## config.mk

```make
export PLATFORM = sky130hd
export DESIGN_NAME = rdcost_search
export DESIGN_NICKNAME = d
export VERILOG_FILES = /design/src/rtl/rdcost_search.sv
export SDC_FILE = /design/constraint.sdc
export NUM_CORES = 1
export LEC_CHECK = 0
export CAP_MARGIN = 20
export CORE_ASPECT_RATIO = 1.1
export CORE_MARGIN = 3
export CORE_UTILIZATION = 61
export CTS_BUF_LIST = sky130_fd_sc_hd__clkbuf_4
export DETAILED_ROUTE_END_ITERATION = 10
export PLACE_DENSITY_LB_ADDON = 0.12
export SLEW_MARGIN = 15
export SYNTH_ARGS = -nofsm -noshare
export SYNTH_HDL_FRONTEND = slang
export SYNTH_SLANG_ARGS = --single-unit
```

## constraint.sdc

```tcl
create_clock -name clk -period 10.55 [get_ports clk]
set_input_delay 2.6375 -clock clk [delete_from_list [all_inputs] [get_ports clk]]
set_output_delay 2.6375 -clock clk [all_outputs]
set_load 0.05 [all_outputs]
```

## src/rtl/rdcost_search.sv

```systemverilog
// RD-cost search: accumulates 4x4 SATD beats per candidate, adds a lambda-weighted
// rate term, saturates, and tracks the minimum-cost candidate across a search.
module rdcost_search #(
    parameter int unsigned SATD_W      = 16,
    parameter int unsigned BITS_W      = 21,
    parameter int unsigned LAMBDA_W    = 9,
    parameter int unsigned LAMBDA_FRAC = 0,
    parameter int unsigned COST_W      = 24,
    parameter int unsigned NSUB_W      = 8,
    parameter int unsigned MAX_CAND    = 8,
    parameter int unsigned IDX_W       = $clog2(MAX_CAND)
) (
    input  logic                clk,
    input  logic                rst,
    input  logic                cfg_start,
    input  logic [LAMBDA_W-1:0] cfg_lambda,
    input  logic [NSUB_W-1:0]   cfg_num_sub,
    input  logic [IDX_W:0]      cfg_num_cand,
    input  logic                satd_valid,
    output logic                satd_ready,
    input  logic [SATD_W-1:0]   satd_4x4,
    input  logic                bits_valid,
    output logic                bits_ready,
    input  logic [BITS_W-1:0]   bits,
    output logic                busy,
    output logic                cand_done,
    output logic [COST_W-1:0]   cand_cost,
    output logic [IDX_W-1:0]    cand_idx,
    output logic                best_done,
    output logic [COST_W-1:0]   best_cost,
    output logic [IDX_W-1:0]    best_idx
);

    localparam int unsigned PROD_W = LAMBDA_W + BITS_W;
    localparam int unsigned SUM_W  = ((PROD_W > COST_W) ? PROD_W : COST_W) + 1;
    localparam logic [COST_W-1:0] COST_MAX = '1;

    typedef enum logic [1:0] {
        S_IDLE,
        S_ACCUM,
        S_WAIT_BITS,
        S_COST
    } state_t;

    state_t              state_q, state_d;
    logic [LAMBDA_W-1:0] lambda_q, lambda_d;
    logic [NSUB_W-1:0]   num_sub_q, num_sub_d;
    logic [IDX_W:0]      num_cand_q, num_cand_d;
    logic [COST_W-1:0]   acc_q, acc_d;
    logic [NSUB_W-1:0]   sub_cnt_q, sub_cnt_d;
    logic [IDX_W-1:0]    cand_cnt_q, cand_cnt_d;
    logic [BITS_W-1:0]   bits_q, bits_d;
    logic                bits_got_q, bits_got_d;
    logic                cand_done_q, cand_done_d;
    logic [COST_W-1:0]   cand_cost_q, cand_cost_d;
    logic [IDX_W-1:0]    cand_idx_q, cand_idx_d;
    logic                best_done_q, best_done_d;
    logic [COST_W-1:0]   best_cost_q, best_cost_d;
    logic [IDX_W-1:0]    best_idx_q, best_idx_d;

    logic                satd_beat, bits_acc, sub_last, cand_last;
    logic [COST_W:0]     acc_sum;
    logic [COST_W-1:0]   acc_sat;
    logic [PROD_W-1:0]   prod, rate;
    logic [SUM_W-1:0]    cost_sum;
    logic [COST_W-1:0]   cost;
    logic [NSUB_W-1:0]   num_sub_n;
    logic [IDX_W:0]      num_cand_n;

    assign satd_ready = (state_q == S_ACCUM);
    assign bits_ready = ((state_q == S_ACCUM) || (state_q == S_WAIT_BITS)) && !bits_got_q;
    assign busy       = (state_q != S_IDLE);

    assign cand_done = cand_done_q;
    assign cand_cost = cand_cost_q;
    assign cand_idx  = cand_idx_q;
    assign best_done = best_done_q;
    assign best_cost = best_cost_q;
    assign best_idx  = best_idx_q;

    // Datapath: sticky-saturating accumulate and the final cost add.
    always_comb begin
        satd_beat = satd_valid && satd_ready;
        bits_acc  = bits_valid && bits_ready;
        acc_sum   = {1'b0, acc_q} + (COST_W+1)'(satd_4x4);
        acc_sat   = acc_sum[COST_W] ? COST_MAX : acc_sum[COST_W-1:0];
        prod      = PROD_W'(lambda_q) * PROD_W'(bits_q);
        rate      = prod >> LAMBDA_FRAC;
        cost_sum  = SUM_W'(acc_q) + SUM_W'(rate);
        cost      = (cost_sum > SUM_W'(COST_MAX)) ? COST_MAX : cost_sum[COST_W-1:0];
        sub_last  = ((NSUB_W+1)'(sub_cnt_q) + (NSUB_W+1)'(1)) == {1'b0, num_sub_q};
        cand_last = {1'b0, cand_cnt_q} == (num_cand_q - (IDX_W+1)'(1));
        num_sub_n = (cfg_num_sub == '0) ? NSUB_W'(1) : cfg_num_sub;
        if (cfg_num_cand == '0) begin
            num_cand_n = (IDX_W+1)'(1);
        end else if (cfg_num_cand > (IDX_W+1)'(MAX_CAND)) begin
            num_cand_n = (IDX_W+1)'(MAX_CAND);
        end else begin
            num_cand_n = cfg_num_cand;
        end
    end

    // Next-state and output decode.
    always_comb begin
        state_d     = state_q;
        lambda_d    = lambda_q;
        num_sub_d   = num_sub_q;
        num_cand_d  = num_cand_q;
        acc_d       = acc_q;
        sub_cnt_d   = sub_cnt_q;
        cand_cnt_d  = cand_cnt_q;
        bits_d      = bits_q;
        bits_got_d  = bits_got_q;
        cand_done_d = 1'b0;
        cand_cost_d = cand_cost_q;
        cand_idx_d  = cand_idx_q;
        best_done_d = 1'b0;
        best_cost_d = best_cost_q;
        best_idx_d  = best_idx_q;

        if (cfg_start) begin
            // A start in any state re-initialises; an in-flight search is dropped silently.
            lambda_d    = cfg_lambda;
            num_sub_d   = num_sub_n;
            num_cand_d  = num_cand_n;
            acc_d       = '0;
            sub_cnt_d   = '0;
            cand_cnt_d  = '0;
            bits_got_d  = 1'b0;
            best_cost_d = COST_MAX;
            best_idx_d  = '0;
            state_d     = S_ACCUM;
        end else begin
            case (state_q)
                S_ACCUM: begin
                    if (bits_acc) begin
                        bits_d     = bits;
                        bits_got_d = 1'b1;
                    end
                    if (satd_beat) begin
                        acc_d     = acc_sat;
                        sub_cnt_d = sub_cnt_q + NSUB_W'(1);
                        if (sub_last) begin
                            state_d = (bits_got_q || bits_acc) ? S_COST : S_WAIT_BITS;
                        end
                    end
                end
                S_WAIT_BITS: begin
                    if (bits_acc) begin
                        bits_d     = bits;
                        bits_got_d = 1'b1;
                        state_d    = S_COST;
                    end
                end
                S_COST: begin
                    cand_cost_d = cost;
                    cand_idx_d  = cand_cnt_q;
                    cand_done_d = 1'b1;
                    if (cost < best_cost_q) begin
                        best_cost_d = cost;
                        best_idx_d  = cand_cnt_q;
                    end
                    if (cand_last) begin
                        best_done_d = 1'b1;
                        state_d     = S_IDLE;
                    end else begin
                        cand_cnt_d = cand_cnt_q + IDX_W'(1);
                        acc_d      = '0;
                        sub_cnt_d  = '0;
                        bits_got_d = 1'b0;
                        state_d    = S_ACCUM;
                    end
                end
                default: begin
                    state_d = S_IDLE;
                end
            endcase
        end
    end

    always_ff @(posedge clk or posedge rst) begin
        if (rst) begin
            state_q     <= S_IDLE;
            lambda_q    <= '0;
            num_sub_q   <= '0;
            num_cand_q  <= '0;
            acc_q       <= '0;
            sub_cnt_q   <= '0;
            cand_cnt_q  <= '0;
            bits_q      <= '0;
            bits_got_q  <= 1'b0;
            cand_done_q <= 1'b0;
            cand_cost_q <= '0;
            cand_idx_q  <= '0;
            best_done_q <= 1'b0;
            best_cost_q <= COST_MAX;
            best_idx_q  <= '0;
        end else begin
            state_q     <= state_d;
            lambda_q    <= lambda_d;
            num_sub_q   <= num_sub_d;
            num_cand_q  <= num_cand_d;
            acc_q       <= acc_d;
            sub_cnt_q   <= sub_cnt_d;
            cand_cnt_q  <= cand_cnt_d;
            bits_q      <= bits_d;
            bits_got_q  <= bits_got_d;
            cand_done_q <= cand_done_d;
            cand_cost_q <= cand_cost_d;
            cand_idx_q  <= cand_idx_d;
            best_done_q <= best_done_d;
            best_cost_q <= best_cost_d;
            best_idx_q  <= best_idx_d;
        end
    end

endmodule

```

==> results.sh, run 1 <==
export IMPL_outcome="finished clean"
export IMPL_tritoncts="built"
export IMPL_cts_buffers=17
export IMPL_syn2layout_area_growth_pct=10.9
export IMPL_antenna_found_initial=1
export IMPL_layout_drive_gt1_share_pct=7.95
export IMPL_synth_distinct_cells=74
export IMPL_dp_hpwl_mm=27.5
export IMPL_drt_pass1_iter_count=7
export IMPL_hold_depth=2
export IMPL_start_util_pct=62.5
export IMPL_ioPinCount=122
export IMPL_nets=1979
export IMPL_synth_avg_cell_area_um2=9.06
export IMPL_synth_area_mm2=0.0144
export IMPL_worstPathRequired_ns=11.05
export IMPL_synth_edf_count=0
export IMPL_gp_congestion=0.979
export IMPL_synth_cells=1593
export IMPL_clock_latency_ns=0.58
export IMPL_ys_top_cells_by_count="inv_1, fa_1, nand2_1"
export IMPL_post_cts_buffers=0
export IMPL_grt_pass1_wl_mm=59.0
export IMPL_portBuffers=121
export IMPL_grt_pass1_vias=11500
export IMPL_core_area_mm2=0.0231
export IMPL_synth_seq_cells=136
export IMPL_clkSlewWorstSetupHoldPaths_ns=0.16
export IMPL_hold_path_class="reg2reg"
export IMPL_synth_warnings=0
export IMPL_slowest_stage="dfrtp_1"
export IMPL_slew_violations=0
export IMPL_hp_start="acc_q[6]$_DFFE_PP0P_"
export IMPL_rr_endpoint="best_cost[4]$_DFFE_PP1P_"
export IMPL_fmax_ghz=0.102
export IMPL_synth_net_count=1924
export IMPL_htreeDepth=4
export IMPL_rows=58
export IMPL_die_h_um=167
export IMPL_cts_root_buffer="clkbuf_4"
export IMPL_tightest_slew_ns=1.06
export IMPL_synth_top_cell_by_area="fa_1"
export IMPL_arrival_ns=10.30
export IMPL_async_reset_ff_share_pct=100
export IMPL_yosysTopAreaCellShare_pct=21.6
export IMPL_grt_max_degree=79
export IMPL_via_per_inst=5.87
export IMPL_detail_route_wl_per_cell_um=18.2
export IMPL_overflow=0
export IMPL_cts_sinks=136
export IMPL_ys_seq_area_share_pct=23.8
export IMPL_period_needed_ns=9.80
export IMPL_die_w_um=153
export IMPL_wl_mm=35.7
export IMPL_cts_hold_buf=0
export IMPL_tns_ns=0
export IMPL_timing_rr_start="lambda_q[2]$_DFFE_PP0P_"
export IMPL_end_kind="register"
export IMPL_synthTopCellsByArea="fa_1, dfrtp_1, ha_1"
export IMPL_max_cap_violations=0
export IMPL_critical_path_class="reg2reg"
export IMPL_num_vias=11500
export IMPL_ant_nets=0
export IMPL_setup_viol=0
export IMPL_drcViolationCount=0
export IMPL_synth_main_ff_cell="dfrtp_1"
export IMPL_ff2ff_setup_slack_ns=0.75
export IMPL_drtIter0Drc=702
export IMPL_cpPeakStageDelay_ns=0.88
export IMPL_min_period_over_period_pct=92.9
export IMPL_max_slew_margin_pct=29.5
export IMPL_hold_violations=0
export IMPL_r2r_cells=33
export IMPL_gr_usage_all_layers_pct=28.5
export IMPL_clock_path_buffers=2
export IMPL_start_kind="register"
export IMPL_dieArea_mm2=0.0255
export IMPL_worst_path_max_fanout=26
export IMPL_yosysMostFrequentCell="inv_1"
export IMPL_cts_resized=0
export IMPL_rsz0062_at_grt="no"
export IMPL_holdPathEnd="acc_q[6]$_DFFE_PP0P_"
export IMPL_fin_skew_ns=0.0330
## worst max-delay path, delay by kind of cell (launching register included)
family | cells | cell delay (ns)
flops | 1 | 0.88
compound gates | 11 | 2.06
fa+ha+maj | 7 | 3.19
simple gates | 9 | 2.83
buf+inv | 6 | 0.75
## per-stage QoR
step | instance area [µm²] | hold WS [ns] | setup slack (ns) | utilization (%) | instances
global route | 16000 | 0.546 | 0.260 | 69.4 | 1962
detailed placement | 15700 | 0.492 | 0.986 | 68.0 | 1927
CTS | 16000 | 0.526 | 0.937 | 69.2 | 1959
global placement | 15700 | 0.490 | 1.22 | 68.0 | 1927
finish | 16000 | 0.521 | 0.752 | 69.4 | 1962
floorplan | 14400 | 0.465 | 2.42 | - | 1593
## worst max-delay path by stage
| stage | cells after the start | start | end | slack, ns |
|---|---|---|---|---|
| 2_1_floorplan | 35 | lambda_q[8]$_DFFE_PP0P_ | best_cost[8]$_DFFE_PP1P_ | 2.42 |
| 3_3_place_gp | 31 | lambda_q[8]$_DFFE_PP0P_ | best_idx[2]$_DFFE_PP0P_ | 1.22 |
| 3_5_place_dp | 33 | lambda_q[2]$_DFFE_PP0P_ | best_idx[2]$_DFFE_PP0P_ | 0.99 |
| 4_1_cts | 33 | lambda_q[2]$_DFFE_PP0P_ | best_cost[3]$_DFFE_PP1P_ | 0.94 |
| 5_1_grt | 32 | lambda_q[2]$_DFFE_PP0P_ | best_cost[3]$_DFFE_PP1P_ | 0.26 |
| 6_report | 33 | lambda_q[2]$_DFFE_PP0P_ | best_cost[4]$_DFFE_PP1P_ | 0.75 |
## final cells by class
type	instances	area [µm²]
fill	1860	7060
multi-input combinational	1138	9790
inverter	228	861
antenna	1	2.50
timing repair buffer	127	1280
sequential	136	3430
clock buffer	18	135
clock inverter	14	135
tap	300	375
## layout by cell type (no fill, tap or decap), drive strengths merged, types with 8 or more instances in the layout
master           n
o21ai           86
nor3            39
dfrtp          112
a211oi          12
a21oi           76
ha             112
clkbuf          18
nor2            70
fa             156
nand2b          10
clkdlybuf4s50  120
xor2            14
or2              8
dfstp           24
a31oi           25
nand2          156
mux2            49
nand3           23
and2           106
inv            234
nor2b           12
o21a            12
a21o            25
xnor2           32
and3             9
or3              9
nand4           27
## sequential cells by signal (all words and copies together), names as in the netlist
signal,cells
best_idx,3
sub_cnt_q,8
best_done,1
acc_q,24
cand_idx,3
lambda_q,9
cand_done,1
bits_q,21
num_sub_q,8
bits_got_q,1
cand_cnt_q,3
best_cost,24
cand_cost,24
num_cand_q,4
state_q,2
## cells by family (layout without fill, tap and decap cells)
family | Yosys count | in the layout | synth area share, %
simple gates | 484 | 484 | 16.9
buf+inv | 319 | 387 | 8.50
compound gates | 288 | 288 | 12.5
fa+ha+maj | 268 | 268 | 31.3
flops | 136 | 136 | 23.8
mux | 52 | 52 | 4.03
xor+xnor | 46 | 46 | 2.92
other cells | 0 | 1 | 0
## per-layer routing
metal | vias to the layer above | share of wire [%] | global-route usage [%]
met5 | - | 0 | 0
met4 | 0 | 3.5 | 10.5
met3 | 70 | 4.9 | 3.77
met2 | 350 | 49 | 46.4
met1 | 5753 | 43 | 39.4
li1 | 5349 | - | -
Power of run 1 is not shown: default switching activity piles up to over one toggle a cycle in this logic, so the estimate is an artifact.
==> run 2, diff against run 1 <==
--- a/config.mk
+++ b/config.mk
@@ -5,7 +5,7 @@
 export SDC_FILE = /design/constraint.sdc
 export NUM_CORES = 1
 export LEC_CHECK = 0
-export CAP_MARGIN = 20
+export CAP_MARGIN = 10
 export CORE_ASPECT_RATIO = 1.1
 export CORE_MARGIN = 3
 export CORE_UTILIZATION = 61
==> results.sh, run 2 (same netlist as run 1, synthesis figures left out) <==
export IMPL_cts_hold_buf=0
export IMPL_max_slew_margin_pct=26.4
export IMPL_end_kind="register"
export IMPL_holdPathEnd="acc_q[6]$_DFFE_PP0P_"
export IMPL_drt_pass1_iter_count=10
export IMPL_setup_viol=0
export IMPL_cts_resized=0
export IMPL_final_util_pct=69.2
export IMPL_start_util_pct=62.5
export IMPL_final_cells=1960
export IMPL_max_cap_violations=0
export IMPL_rows=58
export IMPL_overflow=0
export IMPL_dp_hpwl_mm=27.5
export IMPL_gp_congestion=0.979
export IMPL_worstPathRequired_ns=11.01
export IMPL_dp_worst_setup_slack_ns=0.986
export IMPL_fin_ws_ns=0.821
export IMPL_min_period_over_period_pct=92.2
export IMPL_ioPinCount=122
export IMPL_post_cts_buffers=0
export IMPL_clock_latency_ns=0.59
export IMPL_cts_buffers=17
export IMPL_clkSlewWorstSetupHoldPaths_ns=0.16
export IMPL_outcome="finished, violations left"
export IMPL_htreeDepth=4
export IMPL_hold_depth=2
export IMPL_hold_path_class="reg2reg"
export IMPL_grt_pass1_wl_mm=59.0
export IMPL_grt_max_degree=79
export IMPL_cp_startpoint="lambda_q[2]$_DFFE_PP0P_"
export IMPL_die_h_um=167
export IMPL_detail_route_wl_per_cell_um=18.2
export IMPL_tns_ns=0
export IMPL_tightest_slew_ns=1.10
export IMPL_dieArea_mm2=0.0255
export IMPL_start_kind="register"
export IMPL_arrival_ns=10.19
export IMPL_gr_usage_met2_pct=46.4
export IMPL_rsz0062_at_grt="no"
export IMPL_clock_path_buffers=2
export IMPL_wl_mm=35.6
export IMPL_portBuffers=121
export IMPL_ff2ff_setup_slack_ns=0.82
export IMPL_violations="DRC"
export IMPL_tritoncts="built"
export IMPL_fin_skew_ns=0.0346
export IMPL_drcViolationCount=1
export IMPL_worst_path_max_fanout=26
export IMPL_via_per_inst=5.86
export IMPL_die_w_um=153
export IMPL_r2r_cells=33
export IMPL_ant_nets=0
export IMPL_layout_common_cells="inv_1, nand2_1, fa_1"
export IMPL_drtIter0Drc=730
export IMPL_crit_family="adder cells"
export IMPL_syn2layout_area_growth_pct=10.6
export IMPL_slowest_stage="dfrtp_1"
export IMPL_slew_violations=0
export IMPL_critical_path_class="reg2reg"
export IMPL_dp_cells=1927
export IMPL_num_vias=11500
export IMPL_final_common_cell="inv_1"
export IMPL_hp_start="acc_q[6]$_DFFE_PP0P_"
export IMPL_core_area_mm2=0.0231
export IMPL_cts_sinks=136
export IMPL_fmax_ghz=0.103
export IMPL_busiest_layer="met2"
export IMPL_nets=1977
export IMPL_hold_violations=0
export IMPL_gr_usage_all_layers_pct=28.5
export IMPL_layout_drive_gt1_share_pct=7.84
export IMPL_cts_root_buffer="clkbuf_4"
export IMPL_cpPeakStageDelay_ns=0.87
export IMPL_grt_use_met1_pct=39.4
export IMPL_rr_endpoint="best_cost[3]$_DFFE_PP1P_"
export IMPL_period_needed_ns=9.73
export IMPL_use_met3_pct=3.77
export IMPL_grt_pass1_vias=11500
export IMPL_timing_rr_start="lambda_q[2]$_DFFE_PP0P_"
export IMPL_antenna_found_initial=1
export IMPL_path_buf_inv=6
## run 2: cell count changes in the layout (fill, tap and decap cells not counted)
cell,delta
buf_12,-1
buf_16,-1
## run 2: cell type report
cell class / count / area (µm²)
sequential: 136 / 3430
clock inverter: 14 / 135
antenna: 1 / 2.50
timing repair buffer: 125 / 1240
tap: 300 / 375
multi-input combinational: 1138 / 9790
inverter: 228 / 861
clock buffer: 18 / 135
fill: 1868 / 7110
## run 2: per-layer routing
layer / up-vias / routed length, µm
li1: 5347 / -
met1: 5718 / 15100
met2: 352 / 17300
met3: 65 / 1900
met4: 0 / 1190
met5: - / 0
## run 2: worst max-delay path by stage
stage / end / slack, ns / depth (start not counted)
after floorplan: best_cost[8]$_DFFE_PP1P_ / 2.42 / 35
after global placement: best_idx[2]$_DFFE_PP0P_ / 1.22 / 31
after detailed placement: best_idx[2]$_DFFE_PP0P_ / 0.99 / 33
after CTS: best_cost[3]$_DFFE_PP1P_ / 0.94 / 33
after global routing: best_cost[3]$_DFFE_PP1P_ / 0.27 / 32
final: best_cost[3]$_DFFE_PP1P_ / 0.82 / 33
## run 2: worst reg2reg max path, delay by kind of cell (launching register included)
kind | cells | cell delay, ns
adder cells (fa/ha/maj) | 7 | 3.19
AND/OR/NAND/NOR | 8 | 2.43
AO/OA/AOI/OAI | 12 | 2.38
flip-flops | 1 | 0.87
buffers and inverters | 6 | 0.74
## run 2: per-stage QoR
step	hold slack [ns]	area [µm²]
after floorplan	0.465	14400
final	0.523	16000
after global placement	0.490	15700
after global routing	0.546	16000
after detailed placement	0.492	15700
after CTS	0.526	16000
Power of run 2 is left out for the same reason.
==> run 3, diff against run 2 <==
--- a/config.mk
+++ b/config.mk
@@ -8,7 +8,7 @@
 export CAP_MARGIN = 10
 export CORE_ASPECT_RATIO = 1.1
 export CORE_MARGIN = 3
-export CORE_UTILIZATION = 61
+export CORE_UTILIZATION = 65
 export CTS_BUF_LIST = sky130_fd_sc_hd__clkbuf_4
 export DETAILED_ROUTE_END_ITERATION = 10
 export PLACE_DENSITY_LB_ADDON = 0.12
==> constraint.sdc (replaced) <==
create_clock -name clk -period 12.59 [get_ports clk]
set_input_delay 3.1475 -clock clk [delete_from_list [all_inputs] [get_ports clk]]
set_output_delay 3.1475 -clock clk [all_outputs]
set_load 0.05 [all_outputs]
==> results.sh, run 3 (same netlist as run 1, synthesis figures left out) <==
export IMPL_outcome="finished clean"
export IMPL_slowest_stage="dfrtp_1"
export IMPL_cts_buffers=17
export IMPL_clock_latency_ns=0.60
export IMPL_min_period_over_period_pct=76.7
export IMPL_layout_common_cells="inv_1, nand2_1, fa_1"
export IMPL_final_common_cell="inv_1"
export IMPL_timing_rr_start="lambda_q[8]$_DFFE_PP0P_"
export IMPL_rr_endpoint="best_cost[3]$_DFFE_PP1P_"
export IMPL_dieArea_mm2=0.0240
export IMPL_stdcell_area_mm2=0.0160
export IMPL_crit_top_cell="fa_1"
export IMPL_cts_root_buffer="clkbuf_4"
export IMPL_rsz0062_at_grt="no"
export IMPL_cts_resized=0
export IMPL_start_util_pct=66.9
export IMPL_nets=1977
export IMPL_syn2layout_area_growth_pct=10.6
export IMPL_path_depth=32
export IMPL_via_per_inst=5.89
export IMPL_start_kind="register"
export IMPL_wl_mm=35.4
export IMPL_dp_cells=1917
export IMPL_postPlaceCellArea_mm2=0.0157
export IMPL_ff2ff_setup_slack_ns=2.94
export IMPL_drtIter0Drc=812
export IMPL_hold_violations=0
export IMPL_hold_path_class="reg2reg"
export IMPL_dp_hpwl_mm=27.1
export IMPL_crit_family="adder cells"
export IMPL_detail_route_wl_per_cell_um=18.2
export IMPL_grt_pass1_vias=11700
export IMPL_max_slew_margin_pct=30.8
export IMPL_crit_end="best_cost[3]$_DFFE_PP1P_"
export IMPL_overflow=0
export IMPL_tightest_slew_ns=1.04
export IMPL_clock_path_buffers=2
export IMPL_arrival_ns=10.14
export IMPL_grt_max_degree=71
export IMPL_layout_drive_gt1_share_pct=7.78
export IMPL_end_kind="register"
export IMPL_drt_pass1_iter_count=6
export IMPL_slew_violations=0
export IMPL_post_cts_buffers=0
export IMPL_cts_hold_buf=0
export IMPL_cpPeakStageDelay_ns=0.69
export IMPL_period_needed_ns=9.65
export IMPL_core_area_mm2=0.0216
export IMPL_worst_path_max_fanout=26
export IMPL_drcViolationCount=0
export IMPL_die_w_um=148
export IMPL_cts_sinks=136
export IMPL_die_h_um=162
export IMPL_fmax_ghz=0.104
export IMPL_tns_ns=0
export IMPL_fin_skew_ns=0.0378
export IMPL_tritoncts="built"
export IMPL_clkSlewWorstSetupHoldPaths_ns=0.16
export IMPL_gr_usage_all_layers_pct=31.1
export IMPL_ioPinCount=122
export IMPL_max_cap_violations=0
export IMPL_cp_startpoint="lambda_q[8]$_DFFE_PP0P_"
export IMPL_rows=56
export IMPL_worstPathRequired_ns=13.08
export IMPL_grt_pass1_wl_mm=59.7
export IMPL_portBuffers=121
export IMPL_path_buf_inv=5
export IMPL_setup_viol=0
export IMPL_num_vias=11500
export IMPL_htreeDepth=4
export IMPL_gp_congestion=0.940
export IMPL_antenna_found_initial=1
export IMPL_final_cells=1950
export IMPL_ant_nets=0
export IMPL_critical_path_class="reg2reg"
export IMPL_r2r_cells=32
## run 3: changes by cell type in the layout (fill, tap and decap cells not counted), sizes merged
cell	before	now
clkinvlp	4	2
clkinv	4	6
clkbuf	18	17
bufinv	0	1
## run 3: metrics by stage
step           utilization (%)  hold slack, ns  worst slack, ns
6_report                  74.0           0.521             2.94
5_1_grt                   74.0           0.549             2.27
4_1_cts                   74.0           0.526             3.06
3_5_place_dp              72.7           0.495             3.11
3_3_place_gp              72.7           0.490             3.35
2_1_floorplan                -           0.465             4.46
## run 3: how the worst min path moves through the flow
stage,startpoint,to,slack (ns),cells after the start
2_1_floorplan,acc_q[11]$_DFFE_PP0P_,acc_q[11]$_DFFE_PP0P_,0.46,2
3_3_place_gp,acc_q[9]$_DFFE_PP0P_,acc_q[9]$_DFFE_PP0P_,0.49,2
3_5_place_dp,cand_idx[2]$_DFFE_PP0P_,cand_idx[2]$_DFFE_PP0P_,0.50,1
4_1_cts,cand_cost[4]$_DFFE_PP0P_,cand_cost[4]$_DFFE_PP0P_,0.53,1
5_1_grt,cand_cost[6]$_DFFE_PP0P_,cand_cost[6]$_DFFE_PP0P_,0.55,1
6_report,cand_cost[4]$_DFFE_PP0P_,cand_cost[4]$_DFFE_PP0P_,0.52,1
## run 3: area by class of cell
cell class,instances,area [µm²]
clock inverter,15,158
antenna,1,2.50
fill,1713,5610
tap,290,363
sequential,136,3430
timing repair buffer,125,1240
clock buffer,17,128
multi-input combinational,1138,9790
inverter,228,861
## run 3: layer usage
layer	wire (µm)	GRT usage [%]	vias up
li1	-	-	5341
met4	1270	11.2	0
met3	1980	5.33	76
met5	0	0	-
met1	14800	42.1	5689
met2	17400	51.2	373
Power of run 3 is left out for the same reason.
